File: src/rtl/sha256_round_engine.sv
// Iterative SHA-256 compression engine, one round per clock, round constant supplied externally.
// Optional SHA256_ROUND_ENGINE_ABORT_EN adds an abort input that drops an in-flight block.
module sha256_round_engine (
  input  logic         clk,
  input  logic         rst_n,
  input  logic         start,
  input  logic [511:0] block_in,
  input  logic [255:0] h_in,
  output logic [5:0]   round,
  input  logic [31:0]  k_const,
`ifdef SHA256_ROUND_ENGINE_ABORT_EN
  input  logic         abort,
`endif
  output logic         busy,
  output logic         done,
  output logic [255:0] digest_out
);

  localparam int unsigned ROUNDS = 64;
  localparam int unsigned RND_W  = 6;
  localparam int unsigned WORD_W = 32;
  localparam int unsigned WIN_N  = 16;

  typedef enum logic [1:0] {
    S_IDLE   = 2'd0,
    S_ROUNDS = 2'd1,
    S_FINAL  = 2'd2
  } state_e;

  state_e              state_q, state_d;
  logic [RND_W-1:0]    round_q, round_d;
  logic                busy_q, busy_d;
  logic                done_q, done_d;
  logic [255:0]        digest_q, digest_d;
  logic [255:0]        hreg_q, hreg_d;
  logic [WORD_W-1:0]   a_q, b_q, c_q, d_q, e_q, f_q, g_q, h_q;
  logic [WORD_W-1:0]   a_d, b_d, c_d, d_d, e_d, f_d, g_d, h_d;
  logic [WORD_W-1:0]   w_q [WIN_N];
  logic [WORD_W-1:0]   w_d [WIN_N];

  logic [WORD_W-1:0]   t1, t2, w_new;
  logic                abort_hit;

  function automatic logic [31:0] rotr(input logic [31:0] x, input int unsigned n);
    return (x >> n) | (x << (32 - n));
  endfunction

  function automatic logic [31:0] bsig0(input logic [31:0] x);
    return rotr(x, 2) ^ rotr(x, 13) ^ rotr(x, 22);
  endfunction

  function automatic logic [31:0] bsig1(input logic [31:0] x);
    return rotr(x, 6) ^ rotr(x, 11) ^ rotr(x, 25);
  endfunction

  function automatic logic [31:0] ssig0(input logic [31:0] x);
    return rotr(x, 7) ^ rotr(x, 18) ^ (x >> 3);
  endfunction

  function automatic logic [31:0] ssig1(input logic [31:0] x);
    return rotr(x, 17) ^ rotr(x, 19) ^ (x >> 10);
  endfunction

  // Round datapath: compression terms and the next schedule word.
  always_comb begin
    t1    = h_q + bsig1(e_q) + ((e_q & f_q) ^ (~e_q & g_q)) + k_const + w_q[0];
    t2    = bsig0(a_q) + ((a_q & b_q) ^ (a_q & c_q) ^ (b_q & c_q));
    w_new = ssig1(w_q[14]) + w_q[9] + ssig0(w_q[1]) + w_q[0];
  end

`ifdef SHA256_ROUND_ENGINE_ABORT_EN
  assign abort_hit = abort && (state_q != S_IDLE);
`else
  assign abort_hit = 1'b0;
`endif

  // Next-state and datapath register updates.
  always_comb begin
    state_d  = state_q;
    round_d  = round_q;
    busy_d   = busy_q;
    done_d   = 1'b0;
    digest_d = digest_q;
    hreg_d   = hreg_q;
    a_d = a_q; b_d = b_q; c_d = c_q; d_d = d_q;
    e_d = e_q; f_d = f_q; g_d = g_q; h_d = h_q;
    w_d = w_q;

    if (abort_hit) begin
      state_d = S_IDLE;
      busy_d  = 1'b0;
      round_d = '0;
    end else begin
      unique case (state_q)
        S_IDLE: begin
          if (start) begin
            hreg_d = h_in;
            a_d = h_in[255:224]; b_d = h_in[223:192];
            c_d = h_in[191:160]; d_d = h_in[159:128];
            e_d = h_in[127:96];  f_d = h_in[95:64];
            g_d = h_in[63:32];   h_d = h_in[31:0];
            for (int i = 0; i < int'(WIN_N); i++) begin
              w_d[i] = block_in[32*(15-i) +: 32];
            end
            round_d = '0;
            busy_d  = 1'b1;
            state_d = S_ROUNDS;
          end
        end
        S_ROUNDS: begin
          h_d = g_q; g_d = f_q; f_d = e_q; e_d = d_q + t1;
          d_d = c_q; c_d = b_q; b_d = a_q; a_d = t1 + t2;
          for (int i = 0; i < int'(WIN_N) - 1; i++) begin
            w_d[i] = w_q[i+1];
          end
          w_d[WIN_N-1] = w_new;
          round_d = round_q + RND_W'(1);
          if (round_q == RND_W'(ROUNDS - 1)) begin
            state_d = S_FINAL;
          end
        end
        S_FINAL: begin
          digest_d = {hreg_q[255:224] + a_q, hreg_q[223:192] + b_q,
                      hreg_q[191:160] + c_q, hreg_q[159:128] + d_q,
                      hreg_q[127:96]  + e_q, hreg_q[95:64]   + f_q,
                      hreg_q[63:32]   + g_q, hreg_q[31:0]    + h_q};
          done_d  = 1'b1;
          busy_d  = 1'b0;
          round_d = '0;
          state_d = S_IDLE;
        end
        default: begin
          state_d = S_IDLE;
          busy_d  = 1'b0;
          round_d = '0;
        end
      endcase
    end
  end

  always_ff @(posedge clk or negedge rst_n) begin
    if (!rst_n) begin
      state_q  <= S_IDLE;
      round_q  <= '0;
      busy_q   <= 1'b0;
      done_q   <= 1'b0;
      digest_q <= '0;
      hreg_q   <= '0;
      a_q <= '0; b_q <= '0; c_q <= '0; d_q <= '0;
      e_q <= '0; f_q <= '0; g_q <= '0; h_q <= '0;
      for (int i = 0; i < int'(WIN_N); i++) begin
        w_q[i] <= '0;
      end
    end else begin
      state_q  <= state_d;
      round_q  <= round_d;
      busy_q   <= busy_d;
      done_q   <= done_d;
      digest_q <= digest_d;
      hreg_q   <= hreg_d;
      a_q <= a_d; b_q <= b_d; c_q <= c_d; d_q <= d_d;
      e_q <= e_d; f_q <= f_d; g_q <= g_d; h_q <= h_d;
      for (int i = 0; i < int'(WIN_N); i++) begin
        w_q[i] <= w_d[i];
      end
    end
  end

  assign round      = round_q;
  assign busy       = busy_q;
  assign done       = done_q;
  assign digest_out = digest_q;

endmodule

File: config.mk
export PLATFORM = sky130hd
export DESIGN_NAME = sha256_round_engine
export DESIGN_NICKNAME = d
export VERILOG_FILES = /design/src/rtl/sha256_round_engine.sv
export SDC_FILE = /design/constraint.sdc
export NUM_CORES = 2
export LEC_CHECK = 0
export CAP_MARGIN = 20
export CORE_MARGIN = 10
export CORE_UTILIZATION = 31
export CTS_BUF_LIST = sky130_fd_sc_hd__clkbuf_8
export CTS_CLUSTER_DIAMETER = 50
export DETAILED_ROUTE_END_ITERATION = 8
export PLACE_DENSITY = 0.57
export SLEW_MARGIN = 20
export SYNTH_ARGS = -nofsm -noshare
export SYNTH_HDL_FRONTEND = slang
export SYNTH_SLANG_ARGS = --single-unit
File: constraint.sdc
create_clock -name clk -period 8 [get_ports clk]
set_clock_uncertainty 0.05 [all_clocks]
set_input_delay 1.6 -clock clk [delete_from_list [all_inputs] [get_ports clk]]
set_output_delay 1.6 -clock clk [all_outputs]
set_load 0.1 [all_outputs]
==> implementation parameters <==
Parameter                              Value

Placed design
  Placed cell count ... 13380
  Port buffer count ... 1066
  Half-perimeter wire length after detailed placement ... 292.2 mm
  Worst slack at placement ... -1150 ps
  Final Wtd Congestion ... 0.9497

STA
  Shortest period the worst path allows ... 7786 ps
  Worst-case hold slack ... 421.4 ps
  Transition time of the tightest slew-check pin ... 1204 ps
  Period utilization ... 97.32%
  Fmax ... 128.4 MHz
  Remaining max-slew budget at the tightest pin ... 19.50%
  Number of endpoints failing setup at the final stage ... 0
  Final count of pins violating max slew ... 0
  Final hold viol count ... 0
  Post-route setup slack ... 214.3 ps
  Unrepaired setup endpoints after global routing ... no

GRT
  First-pass GRT wire length ... 521.5 mm
  Sum of overflow across all layers after global routing ... 0
  Number of global-route vias before repair ... 72680
  Initial antenna violation count ... 54
  Total GRT Usage ... 26.04%
  Pin count of the biggest net entering global routing ... 214

Synth
  Simple logic cell fraction of the synthesized area ... 18.39%
  Mean cell area of the mapped netlist ... 8.465 sq um
  EDFF count, synth ... 0
  Cell Area, Synth ... 0.07778 sq mm
  Synthesized Nets ... 10560
  Gate count after technology mapping ... 9188
  Mux cell area share after synthesis ... 0.5357%
  Top cells by area, synth ... dfrtp_1 (42%), nand2_1 (11%), ha_1 (6.0%), a31oi_1 (5.7%), fa_1 (5.0%)
  Cell type with the largest total area after synthesis ... dfrtp_1
  Commonest cells in the netlist ... nand2_1 (2326), dfrtp_1 (1290), nor2_1 (864), a31oi_1 (713), clkbuf_1 (518)
  Largest family of logic cells by synthesized area ... simple AND/OR/NAND/NOR gates
  Cell variety after synth ... 101
  Sequential share of the synthesized area ... 41.50%
  Count of state elements after synthesis ... 1290
  Top-area cell type share of the netlist area ... 41.50%
  Xor/xnor cell area share of the yosys netlist ... 6.398%
  Count of warnings emitted by yosys ... 0
  Most used standard cell by instance count after synthesis ... nand2_1
  Adder-Cell Fraction of Synth Area ... 11.06%
  Area fraction in compound gates after synthesis ... 17.05%
  Fraction of synthesis flops using an asynchronous set or reset pin ... 100.0%
  Predominant post-synthesis flop cell ... dfrtp_1

Die
  Core Footprint ... 0.2491 sq mm
  Horizontal die dimension ... 520.9 microns
  Ports placed on the boundary ... 1067
  Number of core rows ... 183
  Die area ... 0.2713 sq mm
  Vert. Die Dim ... 520.9 microns
  Effective utilization at floorplan ... 31.22%

Detailed routing
  Remaining DRCs ... 0
  Mean number of vias per cell ... 5.225
  DR vias ... 72390
  Initial DRC Count ... 7074
  Count of nets left with antenna violations after detail routing ... 0
  Wire length per cell ... 26.60 microns
  Number of search-and-repair iterations in the first detailed-routing pass ... 9
  Routed wire length ... 368.6 mm

Job
  MaxCap Viol Count ... 0

Worst setup path
  Crit end category ... flip-flop
  Worst setup startpoint ... k_const[2]
  Largest stage delay, worst path ... 540 ps
  Launch point of the worst reg-to-reg path ... w_q[481]$_DFFE_PN0P_
  Launching element type of the critical path ... input port
  Crit-path max FO ... 5
  Dominant cell type by count on the critical path ... inv_1
  Data arrival time of the critical path ... 8660 ps
  Cell at the slowest stage of the critical path ... fa_1
  Critical path required time ... 8880 ps
  Class of the most critical setup path ... in -> reg

Clocking
  Number of buffers created by CTS ... 276
  CTS tree ... yes
  Buffer depth of the longest clock path ... 4
  Clock Root Buffer ... clkbuf_8
  Clock transition at path regs ... 50 ps
  Skew-Pair Late Insertion Delay ... 1080 ps
  CTS H-tree depth ... 5
  Num Clock Sinks ... 1290

Hold path
  Class of the worst hold path ... reg -> reg
  Startpoint of the lowest-slack hold path ... digest_out[122]$_DFFE_PN0P_

Outcome
  Outcome ... finished clean

Final layout
  Ratio of cells with drive above 1 in the final layout ... 7.776%
  Non-filler cells in the finished layout ... 13850
  Core occupancy in the finished layout ... 39.69%
  Relative area change from synthesis to final layout ... 27.13%
  NumNets Final ... 11700
[critical path: cells and delay by family]
family	cells	cell delay, ps
AOI/OAI and AO/OA	11	2600
xor gates and xnor gates	1	160
adders and majority gates	6	2590
and+or+nand+nor	4	370
buffers and inverters	10	1330
[final cells by class]
type	instances	area, sq um
repair buffers	1416	13640
fillers	25410	150200
flip-flops and latches	1290	32280
clock inverters	125	838.3
multi-input cells	6851	41670
diodes	30	75.07
clock buffers	315	4335
well taps	3330	4167
inverters	497	1866
[cells by family (layout without fill, tap and decap cells)]
group                      Yosys count  count (layout)
xor gates and xnor gates           565             565
adders and majority gates          571             571
and+or+nand+nor                   3574            3574
DFF                               1290            1290
muxes                               40              40
AOI/OAI and AO/OA                 2101            2101
other                                0              30
buffers and inverters             1047            2353
[stage by stage]
step	cell area, sq um	setup TNS [ps]
2_1_floorplan	77780	0
3_3_place_gp	93520	-20350
3_5_place_dp	93550	-19860
4_1_cts	98730	0
5_1_grt	98860	0
6_report	98880	0
[sequential cells by signal, indices dropped and copies added (netlist names)]
| signal | flops |
|---|---|
| busy | 1 |
| h_q | 32 |
| round | 6 |
| state_q | 2 |
| digest_out | 256 |
| done | 1 |
| b_q | 32 |
| g_q | 32 |
| f_q | 32 |
| w_q | 512 |
| c_q | 32 |
| d_q | 32 |
| e_q | 32 |
| a_q | 32 |
| hreg_q | 256 |
[final timing paths]
path,endpoint,slack [ps],cells past startpoint
worst max register to register,a_q[28]$_DFFE_PN0P_,740,29
max in group asynchronous,w_q[245]$_DFFE_PN0P_,5450,3
worst min-delay path,digest_out[122]$_DFFE_PN0P_,420,2
worst min register to register,digest_out[122]$_DFFE_PN0P_,420,2
min in group asynchronous,digest_out[198]$_DFFE_PN0P_,480,1
worst max-delay path,a_q[28]$_DFFE_PN0P_,210,32
[what timing repair did]
| action | 4_1_cts | 5_1_grt |
|---|---|---|
| setup buffers | 0 | 1 |
| pin swaps | 0 | 4 |
| setup endpoints to repair | 1 | 12 |
| gates resized for setup | 1 | 13 |
| hold buffers | 0 | 0 |
[cells in the final DEF (no fill, tap or decap), types with 14 or more instances in the layout]
master	instances
clkinv_2	31
clkdlybuf4s50_1	1059
inv_1	563
xor2_1	247
clkinvlp_4	14
xnor2_1	314
or3_1	30
diode_2	30
o21ai_1	42
a31oi_1	712
a211o_1	17
fa_1	195
a211oi_1	43
ha_1	373
o21bai_1	41
nor2_1	864
o211ai_1	15
o21a_1	45
dfrtp_1	1290
o22ai_1	74
and2_1	17
nor3_1	61
nor2b_1	44
nand3_1	58
nand4_1	26
a21oi_1	331
buf_12	27
o21ai_0	407
nand2b_1	53
and3_1	28
buf_4	328
a21o_1	183
nand2_1	2324
clkbuf_8	315
mux2i_1	27
o31ai_1	28
[metal layers]
metal,up-vias,GRT usage [%],part of all wire [%]
li1,33180,-,-
met1,35670,33.12,42
met2,2916,42.79,47
met3,615,5.200,6.6
met4,16,11.48,4.8
met5,-,0,0.026
Power is left out: the tool's default activity adds up to more than one toggle a clock period on the data nets, which glitch-free logic cannot reach.
